<file path="config.mk">
export PLATFORM = sky130hd
export DESIGN_NAME = vc_arbiter
export DESIGN_NICKNAME = d
export VERILOG_FILES = /design/src/rtl/vc_arbiter.sv
export SDC_FILE = /design/constraint.sdc
export NUM_CORES = 1
export LEC_CHECK = 0
export ABC_AREA = 0
export BUFFER_PORTS_ARGS = -buffer_cell sky130_fd_sc_hd__buf_2
export CORE_MARGIN = 2
export CORE_UTILIZATION = 30
export CTS_BUF_LIST = sky130_fd_sc_hd__clkbuf_8 sky130_fd_sc_hd__clkbuf_16
export DETAILED_ROUTE_END_ITERATION = 10
export GPL_ROUTABILITY_DRIVEN = 0
export PLACE_DENSITY = 0.71
export SLEW_MARGIN = 20
export SYNTH_ARGS = -nofsm -noshare
export SYNTH_HDL_FRONTEND = slang
export SYNTH_SLANG_ARGS = --single-unit
</file>
<file path="constraint.sdc">
create_clock -name clk -period 2.3 [get_ports clk]
set_clock_uncertainty 0.15 [all_clocks]
set_input_delay 0 -clock clk [delete_from_list [all_inputs] [get_ports clk]]
set_output_delay 0 -clock clk [all_outputs]
set_load 0.03 [all_outputs]
</file>
<file path="src/rtl/vc_arbiter.sv">
// Round-robin drain of four upstream VC FIFOs into four downstream FIFOs,
// routed by word[9:8], with global almost_full backpressure.
module vc_arbiter #(
   parameter int DATA_W = 10,
   parameter int NUM_VC = 4
) (
   input  logic              clk,
   input  logic              reset_L,
   input  logic [NUM_VC-1:0] empty_in,
   input  logic [DATA_W-1:0] data_in0,
   input  logic [DATA_W-1:0] data_in1,
   input  logic [DATA_W-1:0] data_in2,
   input  logic [DATA_W-1:0] data_in3,
   input  logic [NUM_VC-1:0] almost_full_in,
   output logic [NUM_VC-1:0] pop,
   output logic [NUM_VC-1:0] push,
   output logic [DATA_W-1:0] data_out,
   output logic [1:0]        grant_vc,
   output logic [1:0]        fsm_state,
   output logic              idle
);

   // state  | meaning
   // IDLE   | no VC requesting
   // ACTIVE | requests present, popping one word per cycle
   // STALL  | requests present, held off by downstream almost_full
   typedef enum logic [1:0] {
      IDLE   = 2'b00,
      ACTIVE = 2'b01,
      STALL  = 2'b10
   } state_t;

   state_t            state, state_nxt;
   logic [NUM_VC-1:0] req;
   logic              blocked;
   logic              gnt_found;
   logic              grant;
   logic [1:0]        gnt_idx;
   logic [1:0]        cand;
   logic [1:0]        sel1;
   logic              v1;
   logic [DATA_W-1:0] word;

   assign req     = ~empty_in;
   assign blocked = |almost_full_in;
   assign grant   = gnt_found && !blocked;

   // search starts one past the last grant so the previous winner goes last
   always_comb begin
      gnt_found = 1'b0;
      gnt_idx   = grant_vc;
      cand      = grant_vc;
      for (int i = 1; i <= NUM_VC; i++) begin
         cand = grant_vc + 2'(i);
         if (!gnt_found && req[cand]) begin
            gnt_found = 1'b1;
            gnt_idx   = cand;
         end
      end
   end

   always_comb begin
      state_nxt = state;
      pop       = '0;
      if (req == '0)
         state_nxt = IDLE;
      else if (blocked)
         state_nxt = STALL;
      else
         state_nxt = ACTIVE;
      // gated by reset_L so pop drops the moment reset asserts
      if (reset_L && grant)
         pop[gnt_idx] = 1'b1;
   end

   always_ff @(posedge clk or negedge reset_L) begin
      if (!reset_L)
         state <= IDLE;
      else
         state <= state_nxt;
   end

   always_ff @(posedge clk or negedge reset_L) begin
      if (!reset_L) begin
         v1       <= 1'b0;
         sel1     <= 2'd0;
         grant_vc <= 2'd3;
      end else begin
         v1 <= grant;
         if (grant) begin
            sel1     <= gnt_idx;
            grant_vc <= gnt_idx;
         end
      end
   end

   always_comb begin
      case (sel1)
         2'd0:    word = data_in0;
         2'd1:    word = data_in1;
         2'd2:    word = data_in2;
         default: word = data_in3;
      endcase
   end

   // an all-zero word is captured but never pushed; downstream ignores it
   always_ff @(posedge clk or negedge reset_L) begin
      if (!reset_L) begin
         push     <= '0;
         data_out <= '0;
      end else if (v1) begin
         data_out <= word;
         if (word == '0)
            push <= '0;
         else
            push <= NUM_VC'(1) << word[DATA_W-1 -: 2];
      end else begin
         push <= '0;
      end
   end

   assign fsm_state = state;
   assign idle      = (state == IDLE) && !v1 && (push == '0);

endmodule

</file>
======== Yosys cells after proc, flatten, opt, wreduce, memory -nomap -nowiden ========
Index checks and enable logic that the tools add are counted.
word-level totals
  flip-flop bits (word level) ............. 21
  input port bits ......................... 50
  word-level logic and storage cells ...... 62
cells by class
  add/subtract/negate cells ............... 3
  $lt $le $gt $ge ......................... 6
  eq/ne operators ......................... 2
  shift operators ......................... 1
  muxes and demuxes ....................... 24
  bitwise gates (word level) .............. 1
  reductions and logical operators ........ 19
operators with widths
  cell                                                 number
  case mux 10 bit (3 select lines)                     1
  < comparator 2 x 3 -> 1 bit, second input constant   5
  2-to-1 mux 2 bit                                     6
  2-to-1 mux 4 bit                                     3
  zero test 10 bit                                     1
  2-to-1 mux 1 bit                                     9
  binary-select mux 1 bit (select 2 bit)               4
  logical AND 1 bit                                    8
  zero test 4 bit                                      2
  zero test 1 bit                                      5
  adder 2 bit, second input constant                   2
  zero test 2 bit                                      2
  NOT 4 bit                                            1
  OR reduction 4 bit                                   1
  left shift 1 x 2 -> 4 bit, first input constant      1
  adder 2 x 1 -> 2 bit, second input constant          1
  demux 1 bit (select 2 bit)                           1
  == test 2 x 1 -> 1 bit, second input constant        1
  == test 2 bit, second input constant                 1
  >= comparator 2 x 1 -> 1 bit, second input constant  1

======== Depth between registers and ports, before layout ========
  word-level depth ........................ 18
  depth in mapped cells ................... 5
  mapped depth without buffers ............ 5

======== Worst setup path before layout ========
Ideal clock, no wire load.
  path kind ............................... register to output
  from .................................... register grant_vc[1]
  to ...................................... output pop[2]
  arrival time ............................ 1.971 ns
  setup slack ............................. 0.179 ns
  cell stages (with the launch flop) ...... 5
  buffers on the path ..................... 0
  cell sequence ........................... dfstp_2 inv_1 or3_1 a31o_2 nor3_1
between the ends
  longest elaborated chain between the ends .. 18
  elaborated cells on any way between the ends .. 33
  classes of those cells .................. add/sub: 3; order compare: 2; mux: 19; reduce/logical: 9
RTL lines
  what                                                                                               line  RTL
  start, declared                                                                                    18    output logic [1:0] grant_vc,
  start signal, assigned                                                                             92    grant_vc <= gnt_idx;
  adder 2 x 1 -> 2 bit                                                                               54    cand = grant_vc + 2'(i);
  binary-select mux 1 bit (select 2 bit)                                                             55    if (!gnt_found && req[cand]) begin
  2-to-1 mux 1 bit (not written as such)                                                             55
  2-to-1 mux 1 bit                                                                                   55
  zero test 1 bit                                                                                    55
  logical AND 1 bit                                                                                  55
  2-to-1 mux 1 bit                                                                                   55
  zero test 1 bit                                                                                    55
  (+2 left out)                                                                                      -
  zero test 1 bit                                                                                    55
  logical AND 1 bit                                                                                  55
  2-to-1 mux 2 bit                                                                                   55
  < comparator 2 x 3 -> 1 bit (not written as such) or >= comparator 2 x 1 -> 1 bit (tied branches)  73    pop[gnt_idx] = 1'b1;
  logical AND 1 bit (not written as such)                                                            73
  2-to-1 mux 1 bit (not written as such)                                                             73
  demux 1 bit (select 2 bit)                                                                         73
  2-to-1 mux 4 bit (*)                                                                               72    if (reset_L && grant)
  end, declared                                                                                      15    output logic [NUM_VC-1:0] pop,
Mark *: on every way between the ends. The rest lies on a longest branch, timed or not. The select of a mux whose other input is x is not followed.

======== Final worst setup path ========
  from .................................... input almost_full_in[0]
  to ...................................... register state[1], in the netlist fsm_state[1]
between the ends
  longest elaborated chain between the ends .. 3
RTL lines
  what                  line  RTL
  start, declared       14    input logic [NUM_VC-1:0] almost_full_in,
  OR reduction 4 bit    45    assign blocked = |almost_full_in;
  2-to-1 mux 2 bit      67    else if (blocked)
  2-to-1 mux 2 bit      65    if (req == '0)
  net state_nxt[1]      33    state_t state, state_nxt;
  end signal, assigned  80    state <= state_nxt;
  end, declared         33
The timed path passes the listed nets, and every way through them passes these cells.
A chain may end at the register's enable or synchronous reset.

==> results_dict.tcl <==
set metrics [dict create \
    viasPerCell 4.82 \
    cts-root-buf "clkbuf_8" \
    synthXorXnorAreaFrac_pct 0 \
    synth_area_sq_um 1160 \
    wl_microns 3000 \
    wl_per_cell_microns 14.1 \
    postSynth.asyncResetShare_pct 100 \
    drt-initial-drc-count 22 \
    fin_crit_sh_pct 92.6 \
    synth.most_common_cell "dfrtp_1" \
    drt_pass1_iterations 3 \
    ys_seq_area_share_pct 45.4 \
    drc_errors 0 \
    outcome "complete, no violations" \
    p_per_area_nw_per_um2 921 \
    setup_viol 0 \
    seq_area_sq_um 528 \
    nets 216 \
    htreeDepth 1 \
    relSlewSlack_pct 66.6 \
    worstPathMaxFanout 2 \
    ys_ff_latch 21 \
    max_clock_freq_mhz 470 \
    yosysUniqueCellTypes 30 \
    die_w_microns 66.2 \
    area_growth_syn_to_layout_pct 43.5 \
    grt_pass1_wl_microns 4820 \
    syn_inst 87 \
    crit_arrival_ps 2120 \
    dp_hpwl_microns 2520 \
    final_core_util_pct 45.2 \
    fin_setup_tns_ps 0 \
    initial_utilization_pct 31.5 \
    min_path_type "in -> reg" \
    die_h_microns 66.2 \
    post_cts_buffers 0 \
    end_kind "flop" \
    clkPwrFrac_pct 14.7 \
    crit_required_ps 2290 \
    port_buffers 72 \
    start_kind "input pin" \
    ant_nets 0 \
    grt_pass1_vias 1034 \
    internal-power_mw 0.920 \
    boundaryPins 73 \
    synth_warnings 0 \
    clk_latency_ps 250 \
    switchingPower_mw 0.615 \
    cts-buffers-inserted 3 \
    worst_pin_slew_ps 500 \
    crit_type "in -> reg" \
    n_fill_cell 372 \
    muxShareOfSynthArea_pct 29.1 \
    drive_above_1_share_pct 61.2 \
    grt_setup_unrepaired "no" \
    finalHoldViolCount 0 \
    grt_max_degree 25 \
    multi_input_area_sq_um 604 \
    cts_buffer_depth 2 \
    synthAdderAreaFrac_pct 0 \
    core-area_sq_um 3690 \
    synth_top_area_share_pct 40.9 \
    die_area_sq_um 4390 \
    n_antenna_cell 0 \
    combPwrFrac_pct 47.4 \
    cts_tree "done" \
    synthTopCellsByArea "dfrtp_1 (41%), mux4_2 (14%), mux2_2 (8.7%)" \
    antenna_found_initial 0 \
    overflow 0 \
    total_power_mw 1.54 \
    seq_power_share_pct 38.0 \
    cts.clk_slew.worst_paths_ps 70 \
    synth_area_per_cell_sq_um 13.4 \
    routed-via-count 1027 \
    synth_edf_count 0 \
    drv_slew 0 \
    ir_drop_uv 395 \
    p_leak_nw 0.840 \
    synthesis.nets 137 \
    synth_common_cells "dfrtp_1 (19), mux2_2 (9), mux4_2 (7)" \
    cts_num_sinks 21 \
    switching_share_pct 40.1 \
    rows 22 \
    synthFlopType "dfrtp_1" \
    maxCapViolCount 0 \
    synth_top_area_cell "dfrtp_1" \
    grt_util_all_layers_pct 14.6 \
    layout.cells.non_filler 213 \
    synth_compound_area_share_pct 7.53 \
    dp_cells 205 \
    fin_crit_ps 2130 \
    yosys.area_share.simple_pct 14.3 \
    synth_top_family_by_area "multiplexers" \
]
## path summary, 6_finish.rpt
kind                                    startpoint                 endpoint  slack, ps  depth (start not counted)
setup / recovery                 almost_full_in[0]   fsm_state[1]$_DFF_PN0_        170                          6
hold / removal                         data_in2[8]        push[0]$_DFF_PN0_         30                          3
setup reg to reg               sel1[0]$_DFFE_PN0P_        push[0]$_DFF_PN0_        310                          4
hold reg to reg            data_out[4]$_DFFE_PN0P_  data_out[4]$_DFFE_PN0P_        350                          1
max in group asynchronous                  reset_L  grant_vc[1]$_DFFE_PN1P_       1550                          2
min in group asynchronous                  reset_L  data_out[1]$_DFFE_PN0P_         90                          2
## through the flow
| stage | area (sq um) | hold WS (ps) | setup WS (ps) |
|---|---|---|---|
| floorplan | 1160 | -446 | 179 |
| global placement | 1570 | -161 | 329 |
| detailed placement | 1570 | -149 | 307 |
| CTS | 1660 | 30.7 | 83.6 |
| global route | 1670 | 19.3 | 107 |
| finish | 1670 | 32.9 | 171 |
## placed cells by master, fill, tap and decap left out, drive strengths merged, types with 2 or more instances in the layout
master,netlist,layout
a21o,3,3
a31oi,2,2
and3,4,4
buf,2,73
clkbuf,1,3
dfrtp,19,19
dfstp,2,2
dlygate4sd3,0,4
inv,6,7
mux2,9,9
mux4,10,10
nand2,5,5
nand2b,3,3
nand3,2,2
nor3,2,2
nor4,4,4
o21ai,4,4
## final cells by class
class	count	area share, %
Sequential cell	21	31.7
Clock inverter	1	0.225
Clock buffer	3	2.48
Inverter	6	1.35
Timing Repair Buffer	77	24.5
Tap cell	48	3.60
Multi-Input combinational cell	57	36.2
## repair_timing
action                                  4_1_cts  5_1_grt
endpoints found under the setup margin        0        3
hold buffers                                  4        0
resized for setup                             0        2
endpoints found under the hold margin        22        0
## metal layers
metal	share of wire [%]	up-vias	routed length, microns	track usage [%]
met1	42	500	1250	17.3
met3	4.3	2	129	3.07
met2	53	30	1590	26.3
li1	-	495	-	-
met4	1.1	0	34	4.59
met5	0	-	0	0
## critical path, cell delays in order
cell,delay (ps)
dlygate4sd3_1,530
buf_2,120
nor4_2,280
dlygate4sd3_1,590
nor2b_1,40
dlygate4sd3_1,540
## sequential cells by signal (all words and copies together) (netlist names)
name / count
grant_vc: 2
data_out: 10
sel1: 2
fsm_state: 2
v1: 1
push: 4
## power groups by stage
stage	Clock (mW)	Combinational, mW	Sequential, mW
3_5_place_dp	0	0.726	0.592
3_3_place_gp	0	0.715	0.590
6_report	0.225	0.728	0.583
5_1_grt	0.260	0.773	0.606
4_1_cts	0.233	0.732	0.585
2_1_floorplan	0	0.354	0.751
## cell families (layout without fill, tap and decap cells)
kind of cell           after synthesis  after routing
muxes                               19             19
buffers and inverters                9             87
AOI/OAI and AO/OA                   12             12
DFF                                 21             21
and+or+nand+nor                     26             26
Note: power is estimated with default switching activity, not from simulation.
